$ cat config.mk
export PLATFORM = sky130hd
export DESIGN_NAME = uart_tx_arbiter
export DESIGN_NICKNAME = d
export VERILOG_FILES = /design/src/rtl/uart_tx_arbiter.sv
export SDC_FILE = /design/constraint.sdc
export NUM_CORES = 1
export LEC_CHECK = 0
export ABC_AREA = 1
export BUFFER_PORTS_ARGS = -buffer_cell sky130_fd_sc_hd__buf_2
export CAP_MARGIN = 25
export CORE_ASPECT_RATIO = 1.4
export CORE_MARGIN = 10
export CORE_UTILIZATION = 40
export CTS_CLUSTER_DIAMETER = 150
export DETAILED_ROUTE_END_ITERATION = 8
export GPL_ROUTABILITY_DRIVEN = 0
export PLACE_DENSITY_LB_ADDON = 0.15
export SLEW_MARGIN = 20
export SYNTH_ARGS = -nofsm -noshare
export SYNTH_HDL_FRONTEND = slang
export SYNTH_SLANG_ARGS = --single-unit
export TNS_END_PERCENT = 10
$ cat constraint.sdc
create_clock -name clock -period 4.4 [get_ports clock]
set_input_delay 0 -clock clock [delete_from_list [all_inputs] [get_ports clock]]
set_output_delay 0 -clock clock [all_outputs]
set_load 0.05 [all_outputs]
$ cat src/rtl/uart_tx_arbiter.sv
// uart_tx_arbiter
//   Round-robin arbiter that lets N_SRC byte producers share one UART byte
//   channel. A granted source keeps the channel (line locking) until it sends
//   EOL_CHAR, has sent MAX_BURST bytes, or leaves its valid low for
//   IDLE_TIMEOUT cycles. This keeps console lines from interleaving. A single
//   output register sits between the arbiter and the UART.
// Ports
//   clock, reset_n      clock (rising edge) and async active-low reset
//   src_valid/ready     per-source handshake, one bit per source
//   src_bits            source i byte at [i*DATA_WIDTH +: DATA_WIDTH]
//   serial_out_*        registered byte channel towards the UART
//   grant_idx           currently locked source
//   busy                high while a source holds the lock
module uart_tx_arbiter #(
  parameter int                    N_SRC        = 4,
  parameter int                    DATA_WIDTH   = 8,
  parameter int                    MAX_BURST    = 64,
  parameter logic [DATA_WIDTH-1:0] EOL_CHAR     = 8'h0A,
  parameter int                    IDLE_TIMEOUT = 16
) (
  input  logic                        clock,
  input  logic                        reset_n,
  input  logic [N_SRC-1:0]            src_valid,
  output logic [N_SRC-1:0]            src_ready,
  input  logic [N_SRC*DATA_WIDTH-1:0] src_bits,
  output logic                        serial_out_valid,
  input  logic                        serial_out_ready,
  output logic [DATA_WIDTH-1:0]       serial_out_bits,
  output logic [$clog2(N_SRC)-1:0]    grant_idx,
  output logic                        busy
);

  localparam int GW = $clog2(N_SRC);
  localparam int CW = $clog2(MAX_BURST + 1);
  localparam int IW = $clog2(IDLE_TIMEOUT + 1);

  typedef enum logic [0:0] {
    S_IDLE   = 1'b0,
    S_LOCKED = 1'b1
  } state_t;

  state_t                r_state;
  logic [GW-1:0]         r_grant;
  logic [GW-1:0]         r_rr_ptr;
  logic [CW-1:0]         r_count;
  logic [IW-1:0]         r_idle;
  logic                  r_out_valid;
  logic [DATA_WIDTH-1:0] r_out_bits;

  logic                  w_slot_free;
  logic                  w_g_valid;
  logic [DATA_WIDTH-1:0] w_g_bits;
  logic                  w_accept;
  logic                  w_found;
  logic [GW-1:0]         w_pick;
  logic [GW:0]           w_sum;
  logic [GW-1:0]         w_rr_next;
  logic [CW-1:0]         w_count_inc;
  logic [IW-1:0]         w_idle_inc;
  logic                  w_burst_end;
  logic                  w_idle_end;
  logic                  w_eol;

  assign w_slot_free = !r_out_valid || serial_out_ready;
  assign w_g_valid   = src_valid[r_grant];
  assign w_accept    = (r_state == S_LOCKED) && w_g_valid && w_slot_free;
  assign w_count_inc = r_count + CW'(1);
  assign w_idle_inc  = r_idle + IW'(1);
  assign w_burst_end = (w_count_inc == CW'(MAX_BURST));
  assign w_idle_end  = (w_idle_inc == IW'(IDLE_TIMEOUT));
  assign w_eol       = (w_g_bits == EOL_CHAR);
  // Explicit wrap so non-power-of-two source counts still rotate correctly.
  assign w_rr_next   = (r_grant == GW'(N_SRC - 1)) ? '0 : r_grant + GW'(1);

  // Byte mux for the granted source.
  always_comb begin
    w_g_bits = '0;
    for (int i = 0; i < N_SRC; i++) begin
      if (r_grant == GW'(i)) begin
        w_g_bits = src_bits[i*DATA_WIDTH +: DATA_WIDTH];
      end else begin
        w_g_bits = w_g_bits;
      end
    end
  end

  // Round-robin pick: first valid source at or after r_rr_ptr, wrapping.
  always_comb begin
    w_pick  = '0;
    w_found = 1'b0;
    w_sum   = '0;
    for (int k = 0; k < N_SRC; k++) begin
      w_sum = {1'b0, r_rr_ptr} + (GW+1)'(k);
      if (w_sum >= (GW+1)'(N_SRC)) begin
        w_sum = w_sum - (GW+1)'(N_SRC);
      end else begin
        w_sum = w_sum;
      end
      if (!w_found && src_valid[w_sum[GW-1:0]]) begin
        w_found = 1'b1;
        w_pick  = w_sum[GW-1:0];
      end else begin
        w_found = w_found;
      end
    end
  end

  // Only the locked source sees ready, and only when the output slot frees.
  always_comb begin
    src_ready = '0;
    if ((r_state == S_LOCKED) && w_slot_free) begin
      src_ready[r_grant] = 1'b1;
    end else begin
      src_ready = '0;
    end
  end

  // Arbitration FSM, burst/idle counters and output register.
  always_ff @(posedge clock or negedge reset_n) begin
    if (!reset_n) begin
      r_state     <= S_IDLE;
      r_grant     <= '0;
      r_rr_ptr    <= '0;
      r_count     <= '0;
      r_idle      <= '0;
      r_out_valid <= 1'b0;
      r_out_bits  <= '0;
    end else begin
      if (w_accept) begin
        r_out_valid <= 1'b1;
        r_out_bits  <= w_g_bits;
      end else if (serial_out_ready) begin
        r_out_valid <= 1'b0;
      end else begin
        r_out_valid <= r_out_valid;
      end

      case (r_state)
        S_IDLE: begin
          r_count <= '0;
          r_idle  <= '0;
          if (w_found) begin
            r_grant <= w_pick;
            r_state <= S_LOCKED;
          end else begin
            r_state <= S_IDLE;
          end
        end
        S_LOCKED: begin
          if (w_accept) begin
            // EOL and a full burst on the same byte collapse into one release.
            if (w_eol || w_burst_end) begin
              r_state  <= S_IDLE;
              r_rr_ptr <= w_rr_next;
              r_count  <= '0;
              r_idle   <= '0;
            end else begin
              r_count <= w_count_inc;
              r_idle  <= '0;
            end
          end else if (!w_g_valid) begin
            if (w_idle_end) begin
              r_state  <= S_IDLE;
              r_rr_ptr <= w_rr_next;
              r_count  <= '0;
              r_idle   <= '0;
            end else begin
              r_idle <= w_idle_inc;
            end
          end else begin
            // Valid but stalled by the UART: hold the idle count.
            r_idle <= r_idle;
          end
        end
        default: begin
          r_state <= S_IDLE;
        end
      endcase
    end
  end

  assign serial_out_valid = r_out_valid;
  assign serial_out_bits  = r_out_bits;
  assign grant_idx        = r_grant;
  assign busy             = (r_state == S_LOCKED);

endmodule

Word-level counts from Yosys, hierarchy flattened

Cells that the tools add are included.

Add/subtract/negate cells: 10
Magnitude comparators: 10
Equal/unequal tests: 10
Mux-type cells: 51
Bitwise operators: 1
Reductions and logical operators: 19

Operators with widths:

| cell                                                  | number |
|---|---|
| 2-to-1 mux 8 bit                                      | 4 |
| 2-to-1 mux 7 bit                                      | 4 |
| 2-to-1 mux 2 bit                                      | 13 |
| 2-to-1 mux 1 bit                                      | 17 |
| < comparator 2 x 3 -> 1 bit, second input constant    | 5 |
| 2-to-1 mux 5 bit                                      | 3 |
| case mux 7 bit (2 select lines)                       | 1 |
| binary-select mux 1 bit (select 2 bit)                | 5 |
| case mux 5 bit (2 select lines)                       | 1 |
| >= comparator 3 bit, second input constant            | 3 |
| equality test 8 x 4 -> 1 bit, second input constant   | 1 |
| subtractor 2 x 1 -> 2 bit, second input constant      | 4 |
| adder 7 x 1 -> 7 bit, second input constant           | 1 |
| equality test 7 bit, second input constant            | 1 |
| logical AND 1 bit                                     | 7 |
| adder 2 x 2 -> 3 bit, second input constant           | 2 |
| adder 5 x 1 -> 5 bit, second input constant           | 1 |
| equality test 5 bit, second input constant            | 1 |
| equality test 2 bit, second input constant            | 2 |
| zero test 1 bit                                       | 4 |
| 2-to-1 mux 4 bit                                      | 1 |
| inequality test 2 x 1 -> 1 bit, second input constant | 2 |
| AND reduction 2 bit                                   | 2 |
| AND reduction 4 bit                                   | 1 |
| other kinds (13)                                      | 15 |

Register bits: 26
Bits of input ports: 39
Output and inout port bits: 16
Word-level logic and storage cells: 108

Depth between registers and ports, before layout

Gate-level depths: netlist of the first run.

Depth in word-level cells: 16
Mapped depth: 16
Depth with buffers taken out: 16

Worst setup path before layout of the first run

OpenSTA, ideal clock, no wires.

Path kind: register to register
From: register r_grant[0], in the netlist grant_idx[0]
To: register r_rr_ptr[0]
Library setup time: 0.117 ns
Arrival time: 2.040 ns
Data required time: 4.283 ns
Path slack: 2.243 ns
Cell stages (with the launch flop): 14
Path buffers: 1
Clock period less this slack: 2.157 ns
Cell sequence: dfrtp_1 inv_1 ha_1 buf_6 a21oi_1 nand2_1 a21oi_2 nand2_1 nor2_2 nand2_2 nand2_4 nand2_4 nand3_1 nand2_1

Cells in the longest elaborated chain, start to end: 9
Elaborated cells on any way between the ends: 24
Those cells by class: 1 x add/sub; 6 x eq/ne; 11 x mux; 6 x reduce/logical

RTL lines:

| what                                     | line | RTL |
|---|---|---|
| start, declared                          | 43   | `logic [GW-1:0] r_grant;` |
| start signal, assigned                   | 143  | `r_grant <= w_pick;` |
| zero test 2 bit                          | 79   | `if (r_grant == GW'(i)) begin` |
| 2-to-1 mux 8 bit (4 in a row)            | 79   |  |
| equality test 8 x 4 -> 1 bit             | 71   | `assign w_eol = (w_g_bits == EOL_CHAR);` |
| logical OR 1 bit                         | 152  | `if (w_eol \|\| w_burst_end) begin` |
| inequality test 2 x 1 -> 1 bit (no line) | -    |  |
| AND reduction 4 bit (no line)            | -    |  |
| end signal, assigned                     | 154  | `r_rr_ptr <= w_rr_next;` |
| end signal, assigned                     | 164  | `r_rr_ptr <= w_rr_next;` |
| end, declared                            | 44   | `logic [GW-1:0] r_rr_ptr;` |

Parallel ways exist; a longest one is shown, timed or not. The select of a mux whose other input is x is not followed.
A chain may end at the register's enable or synchronous reset.

Worst setup path after layout of the first run

From: register r_grant[0], in the netlist grant_idx[0]
To: register r_count[4]

Cells in the longest elaborated chain, start to end: 10
Elaborated cells on any way between the ends: 20
Those cells by class: 6 x eq/ne; 9 x mux; 5 x reduce/logical

RTL lines:

| what                            | line | RTL |
|---|---|---|
| zero test 2 bit                 | 79   |  |
| 2-to-1 mux 8 bit (4 in a row)   | 79   |  |
| equality test 8 x 4 -> 1 bit    | 71   |  |
| logical OR 1 bit                | 152  |  |
| 2-to-1 mux 7 bit                | 152  |  |
| 2-to-1 mux 7 bit                | 150  | `if (w_accept) begin` |
| case mux 7 bit (2 select lines) | 138  | `case (r_state)` |
| end signal, assigned            | 158  | `r_count <= w_count_inc;` |
| end, declared                   | 45   | `logic [CW-1:0] r_count;` |

Parallel ways exist; a longest one is shown, timed or not. The select of a mux whose other input is x is not followed.

==> metrics.cfg, run 1 <==
[power_and_ir_drop]
vdd_drop_max_v = 0.000284
p_switching_uw = 968
p_sw_share_pct = 54.1
power_density_nw_per_um2 = 781
power_frac_clock_pct = 11.3
p_comb_share_pct = 64.7
p_int_uw = 821
p_leak_nw = 1.21
pwr-share-seq_pct = 23.9

[clocking]
cts_sinks = 26
cts_setup_buffers = 0
cts-resized-gates = 0
h-tree-depth = 1
clock_latency_ps = 270
numCtsBuffers = 3
clockBufferDepth = 2
cts_root_buffer = clkbuf_8
cts_hold_buf = 1
tritoncts = yes
cts.clk_slew.worst_paths_ps = 100

[flow_run]
max_cap_viol_count = 0

[worst_setup_path]
crit_path_start_kind = register
path_delay_family = simple AND/OR/NAND/NOR gates
arrival_ps = 2320
worst-path-buf-inv = 2
worstPathRequired_ps = 4560
crit_chain = inv_1 > ha_1 > inv_4 > nor2_1 > nor2_1 > a21boi_2 > nand2_1 > nor2_2 > nand2_2 > nand2_4 > nor2_2 > nand2_1 > o21ai_0
critPathCaptureType = register
cp_max_fo = 10
criticalPathCategory = register to register
crit_slowest_cell = dfrtp_1
max_stage_delay_ps = 490

[synthesis]
syn-mean-instance-area_sq_um = 7.28
synth_area_sq_um = 1920
syn_nets = 309
yosysTopAreaCellShare_pct = 33.9
synth_cells = 264
yosysTopAreaCell = dfrtp_1
yosysWarnings = 0
synth-seq-cells = 26
synth.distinct_cells = 30
synth.yosys.seq_area_share_pct = 33.9
synth.area.top_cells = dfrtp_1 (34%), nand2_1 (15%), inv_1 (5.1%), nor2_1 (5.1%), o21ai_0 (4.2%)

[grt]
grt_first_pass_wirelength_mm = 8.16
grt_pass1_vias = 1852
overflow = 0
grt_max_degree = 27
antenna_found_initial = 0
grt_usage_pct = 12.3

[floorplan]
std_cell_rows = 29
top_level_ports = 55
die_w_um = 78.6
dieHeight_um = 102
core_sq_um = 4610
die_area_sq_um = 8020
start_util_pct = 41.7

[place]
hpwl_mm = 3.95
place_inst = 374
port_buffers = 54
dpl_worst_slack_ps = 2230

[sta]
fin_skew_ps = 4.21
layout_min_cycle_time_ps = 2160
worst_slew_pin_slew_ps = 591
max_slew_margin_pct = 60.6
maxSlewViolCount = 0
setup_tns_ps = 0
post-route-period-util_pct = 49.0
fin_ws_ps = 2240
fmax_ghz = 0.464
rsz0062_at_grt = no
finalHoldViolCount = 0
setup_viol = 0

[final_layout]
final_layout_size_suffix_gt1_share_pct = 30.3
fin_cells = 379
nets = 363
n_antenna_cell = 0
syn_to_final_growth_pct = 19.2
fin_util_pct = 49.7

[hold_path]
hold_path.class = input port to register

[run_status]
status = completed

[route]
drt-initial-drc-count = 96
vias = 1798
viasPerCell = 4.74
routed_wl_mm = 4.78
firstDrtPassIters = 4
routedWlPerCell_um = 12.6
remaining_drc_errors = 0
ant_nets = 0

[power groups by stage]
stage	clock [mW]	combinational (mW)	sequential (mW)
2_1_floorplan	0	0.812	0.580
5_1_grt	0.218	1.30	0.445
4_1_cts	0.207	1.17	0.428
6_report	0.203	1.16	0.428
3_3_place_gp	0	1.16	0.432
3_5_place_dp	0	1.17	0.432
[per-layer routing]
layer,global-route usage [%],vias to the layer above,part of all wire [%]
met1,12.5,814,39
met3,2.46,6,3.9
met2,23.9,32,55
li1,-,946,-
met5,0,-,0
met4,4.70,0,1.8
[worst paths after layout]
| kind | startpoint | end | slack, ps | depth (start not counted) |
|---|---|---|---|---|
| min | src_bits[27] | serial_out_bits[3]$_DFFE_PN0P_ | 70 | 5 |
| max reg2reg | grant_idx[0]$_DFFE_PN0P_ | r_count[4]$_DFFE_PN0P_ | 2240 | 13 |
| min in group asynchronous | reset_n | serial_out_bits[4]$_DFFE_PN0P_ | 260 | 2 |
| min reg2reg | serial_out_bits[1]$_DFFE_PN0P_ | serial_out_bits[1]$_DFFE_PN0P_ | 480 | 2 |
| max in group asynchronous | reset_n | grant_idx[1]$_DFFE_PN0P_ | 3750 | 2 |
| max | grant_idx[0]$_DFFE_PN0P_ | r_count[4]$_DFFE_PN0P_ | 2240 | 13 |
[layout make-up]
type                    count  area (sq um)
multi-input cells         200          1090
repair buffers             55           280
clock inverters             1          30.0
fillers                   486          2320
well taps                  62          77.6
inverters                  32           125
clock buffers               3          41.3
flip-flops and latches     26           651
[flip-flops by register name (all words and copies together), names as in the netlist]
signal,count
serial_out_bits,8
grant_idx,2
serial_out_valid,1
r_count,7
busy,1
r_idle,5
r_rr_ptr,2
[worst register-to-register path, delay by kind of cell, from the launching register on]
kind	cells	cell delay (ps)
adders and majority gates	1	390
and+or+nand+nor	8	650
DFF	1	490
buffers and inverters	2	230
AOI/OAI and AO/OA	2	280
[cell usage after synthesis]
cell type and number:
nor2_1 26, buf_6 4, inv_1 26, a22o_1 1, nand3_1 12, o21ai_1 4
xor2_2 1, buf_4 2, xor2_1 6, dfrtp_1 26, nor2_4 1, o31ai_1 1
a21oi_2 2, o21bai_1 1, nor3_4 1, nand2_4 3, o211ai_1 1, inv_4 2
nand2_2 2, nor2_2 9, o21ai_2 8, a21boi_2 4, nand2_1 78, ha_1 6
nor3_2 1, a32o_1 1, nand4_1 2, o21ai_0 16, a21oi_1 13, inv_2 4
[cell families after synthesis]
family / after synthesis / synth area share (%)
AND/OR/NAND/NOR: 135 / 31.4
AO/OA/AOI/OAI: 52 / 17.6
buffers and inverters: 38 / 9.63
flip-flops: 26 / 33.9
XOR/XNOR: 7 / 3.58
adder cells (fa/ha/maj): 6 / 3.91
[metrics by stage]
| step | instance area, sq um | power (mW) | hold slack, ps |
|---|---|---|---|
| 3_5_place_dp | 2210 | 1.60 | 43.4 |
| 2_1_floorplan | 1920 | 1.39 | -296 |
| 4_1_cts | 2290 | 1.81 | 63.8 |
| 5_1_grt | 2290 | 1.97 | 74.2 |
| 3_3_place_gp | 2210 | 1.60 | 54.0 |
| 6_report | 2290 | 1.79 | 67.0 |
[placed cells by master, fill, tap and decap left out]
cell           instances
a22o_1                 1
a21boi_2               4
nor3_4                 1
xor2_2                 1
a32o_1                 1
nor2_1                26
xor2_1                 6
dfrtp_1               26
o21bai_1               1
buf_2                 54
o21ai_0               16
o21ai_2                8
inv_1                 26
nor3_2                 1
nand4_1                2
nand2_4                3
bufinv_16              1
ha_1                   6
nor2_4                 1
nand3_1               12
dlygate4sd3_1          1
o21ai_1                4
inv_2                  4
nor2_2                 9
o31ai_1                1
nand2_1               78
nand2_2                2
clkbuf_8               3
a21oi_2                2
o211ai_1               1
inv_4                  2
a21oi_1               13
Note: power is estimated with default switching activity, not from simulation.
==> run 2, diff against run 1 <==
==> constraint.sdc (replaced) <==
create_clock -name clock -period 2.1 [get_ports clock]
set_input_delay 0 -clock clock [delete_from_list [all_inputs] [get_ports clock]]
set_output_delay 0 -clock clock [all_outputs]
set_load 0.05 [all_outputs]
==> run 2 against run 1 <==
Clock power increased by 110%. Flip-flop and latch count unchanged. Die area unchanged. First-iteration DRC count decreased by 34%. Hold slack about the same. Combinational power increased by 130%. Critical path depth unchanged. Cell count increased by 2.6%. Count of clock-buffer cells in the layout unchanged. Sequential share of layout area decreased by 1.3 points. Clock skew decreased by 2.5 ps. Highest routed layer unchanged.
==> metrics.cfg, run 2 (synthesis results as in run 1) <==
[place]
hpwl_mm = 4.15  ; +5.0%
port_buffers = 54  ; unchanged
place_inst = 383  ; +2.4%

[clocking]
tritoncts = yes
numCtsBuffers = 3  ; unchanged
clockBufferDepth = 2  ; unchanged
h-tree-depth = 1  ; unchanged
cts_root_buffer = clkbuf_8
cts.clk_slew.worst_paths_ps = 90  ; about the same
clock_latency_ps = 280  ; about the same
cts_sinks = 26  ; unchanged

[route]
drt-initial-drc-count = 63  ; -34%
ant_nets = 0  ; unchanged
firstDrtPassIters = 5  ; +1
viasPerCell = 4.84  ; +1.9%
routed_wl_mm = 5.05  ; +5.7%
routedWlPerCell_um = 13.0  ; +3.0%
remaining_drc_errors = 0  ; unchanged
vias = 1881  ; +4.6%

[final_layout]
nets = 373  ; +2.8%
nFillCells = 482  ; -0.82%
final_cell_mix = nand2_1 (78), buf_2 (54), nor2_1 (26)
fin_cells = 389  ; +2.6%
final_layout_size_suffix_gt1_share_pct = 34.6  ; +4.3 points
syn_to_final_growth_pct = 25.3
n_antenna_cell = 0  ; unchanged
fin_util_pct = 52.2  ; +2.5 points
mostFrequentLayoutCell = nand2_1
largest_register_ffs = 8  ; unchanged

[flow_run]
max_cap_viol_count = 0  ; unchanged

[worst_setup_path]
critPathCaptureType = register
crit_path_start_kind = register
arrival_ps = 2090  ; -230 ps
critPathMostFrequentCell = nand2_1
worstPathRequired_ps = 2270  ; -2290 ps
criticalPathCategory = register to register
crit_chain = inv_2 > ha_2 > buf_4 > a21oi_1 > nand2_1 > a21boi_2 > nand2_1 > nor2_2 > nand2_2 > nand2_4 > nor2_4 > nand2_1 > o21ai_0
worst-path-buf-inv = 2  ; unchanged
max_stage_delay_ps = 440  ; -50 ps
path_delay_family = simple AND/OR/NAND/NOR gates
cp_max_fo = 8  ; -2
crit_slowest_cell = dfrtp_2

[sta]
max_slew_margin_pct = 59.7  ; -0.92 points
finalHoldViolCount = 0  ; unchanged
setup_tns_ps = 0  ; unchanged
fin_skew_ps = 1.68  ; -2.53 ps
rsz0062_at_grt = no
layout_min_cycle_time_ps = 1930  ; -228 ps
setup_viol = 0  ; unchanged
fmax_ghz = 0.519  ; +12%
post-route-period-util_pct = 91.8  ; +43 points
hold_slack_ps = 66.9  ; -0.0714 ps
maxSlewViolCount = 0  ; unchanged
worst_slew_pin_slew_ps = 605  ; +13.8 ps

[floorplan]
die_w_um = 78.6  ; unchanged
die_area_sq_um = 8020  ; unchanged
dieHeight_um = 102  ; unchanged
top_level_ports = 55  ; unchanged
std_cell_rows = 29  ; unchanged
start_util_pct = 41.7  ; unchanged
core_sq_um = 4610  ; unchanged

[grt]
grt_usage_pct = 12.5  ; +0.22 points
overflow = 0  ; unchanged
grt.busiest_layer = met2
grtUsageMet2_pct = 24.6  ; +0.70 points
grt_util_met1_pct = 12.7  ; +0.21 points
grtUsageMet3_pct = 2.46  ; unchanged
grt_pass1_vias = 1920  ; +3.7%
grt_first_pass_wirelength_mm = 8.29  ; +1.7%
antenna_found_initial = 0  ; unchanged
grt_max_degree = 27  ; unchanged

[power_and_ir_drop]
vdd_drop_max_v = 0.000719  ; +150%
p_leak_nw = 1.25  ; +4.0%
power_density_nw_per_um2 = 1660  ; +110%
power_mw = 4.00  ; +120%

[run_status]
status = completed

[hold_path]
hold_path.class = input port to register

==> run 2: changes by cell type in the layout (fill, tap and decap cells not counted), sizes merged <==
cell	previous run	this run
buf	54	64
==> run 2: final cells by class <==
| class | count | area [sq um] | share of cell area [%] |
|---|---|---|---|
| timing repair buffer | 65 | 355 | 14.8 |
| clock buffer | 3 | 41.3 | 1.72 |
| clock inverter | 1 | 30.0 | 1.25 |
| multi-input combinational | 200 | 1130 | 46.8 |
| sequential | 26 | 652 | 27.1 |
| tap | 62 | 77.6 | 3.22 |
| inverter | 32 | 125 | 5.20 |
==> run 2: worst min-delay path, cell delays in order <==
cell and delay [ps]:
buf_2 80, nand2_1 40, nand2_1 90, nand2_1 60, nand2_1 50
==> run 2: metrics by stage <==
step / area [sq um] / setup WS, ps
6_report: 2410 / 171
5_1_grt: 2410 / 1.33
4_1_cts: 2360 / 83.1
3_5_place_dp: 2280 / -6.34
3_3_place_gp: 2280 / 67.1
2_1_floorplan: 1920 / 13.7
==> run 2: routing by layer <==
layer,vias to the layer above,part of all wire [%]
met2,42,55
met5,-,0
met3,9,4.0
li1,966,-
met4,0,1.7
met1,864,40
==> run 2: final timing paths <==
| path | from | endpoint | slack [ps] | cells after the start |
|---|---|---|---|---|
| max in group asynchronous | reset_n | grant_idx[0]$_DFFE_PN0P_ | 1410 | 2 |
| max | grant_idx[0]$_DFFE_PN0P_ | r_count[0]$_DFFE_PN0P_ | 170 | 13 |
| min in group asynchronous | reset_n | grant_idx[1]$_DFFE_PN0P_ | 270 | 2 |
| max reg2reg | grant_idx[0]$_DFFE_PN0P_ | r_count[0]$_DFFE_PN0P_ | 170 | 13 |
| min reg2reg | serial_out_bits[3]$_DFFE_PN0P_ | serial_out_bits[3]$_DFFE_PN0P_ | 480 | 2 |
| min | src_bits[27] | serial_out_bits[3]$_DFFE_PN0P_ | 70 | 5 |
==> run 2: where the power goes <==
group	internal (mW)	switching, mW
sequential	0.719	0.180
combinational	0.927	1.75
clock	0.255	0.169
==> run 2: repair_timing <==
action,4_1_cts,5_1_grt
hold endpoints to repair,26,0
pin swaps,0,3
hold buffers,1,0
buffers inserted,0,1
setup endpoints to repair,4,8
resized for setup,1,8
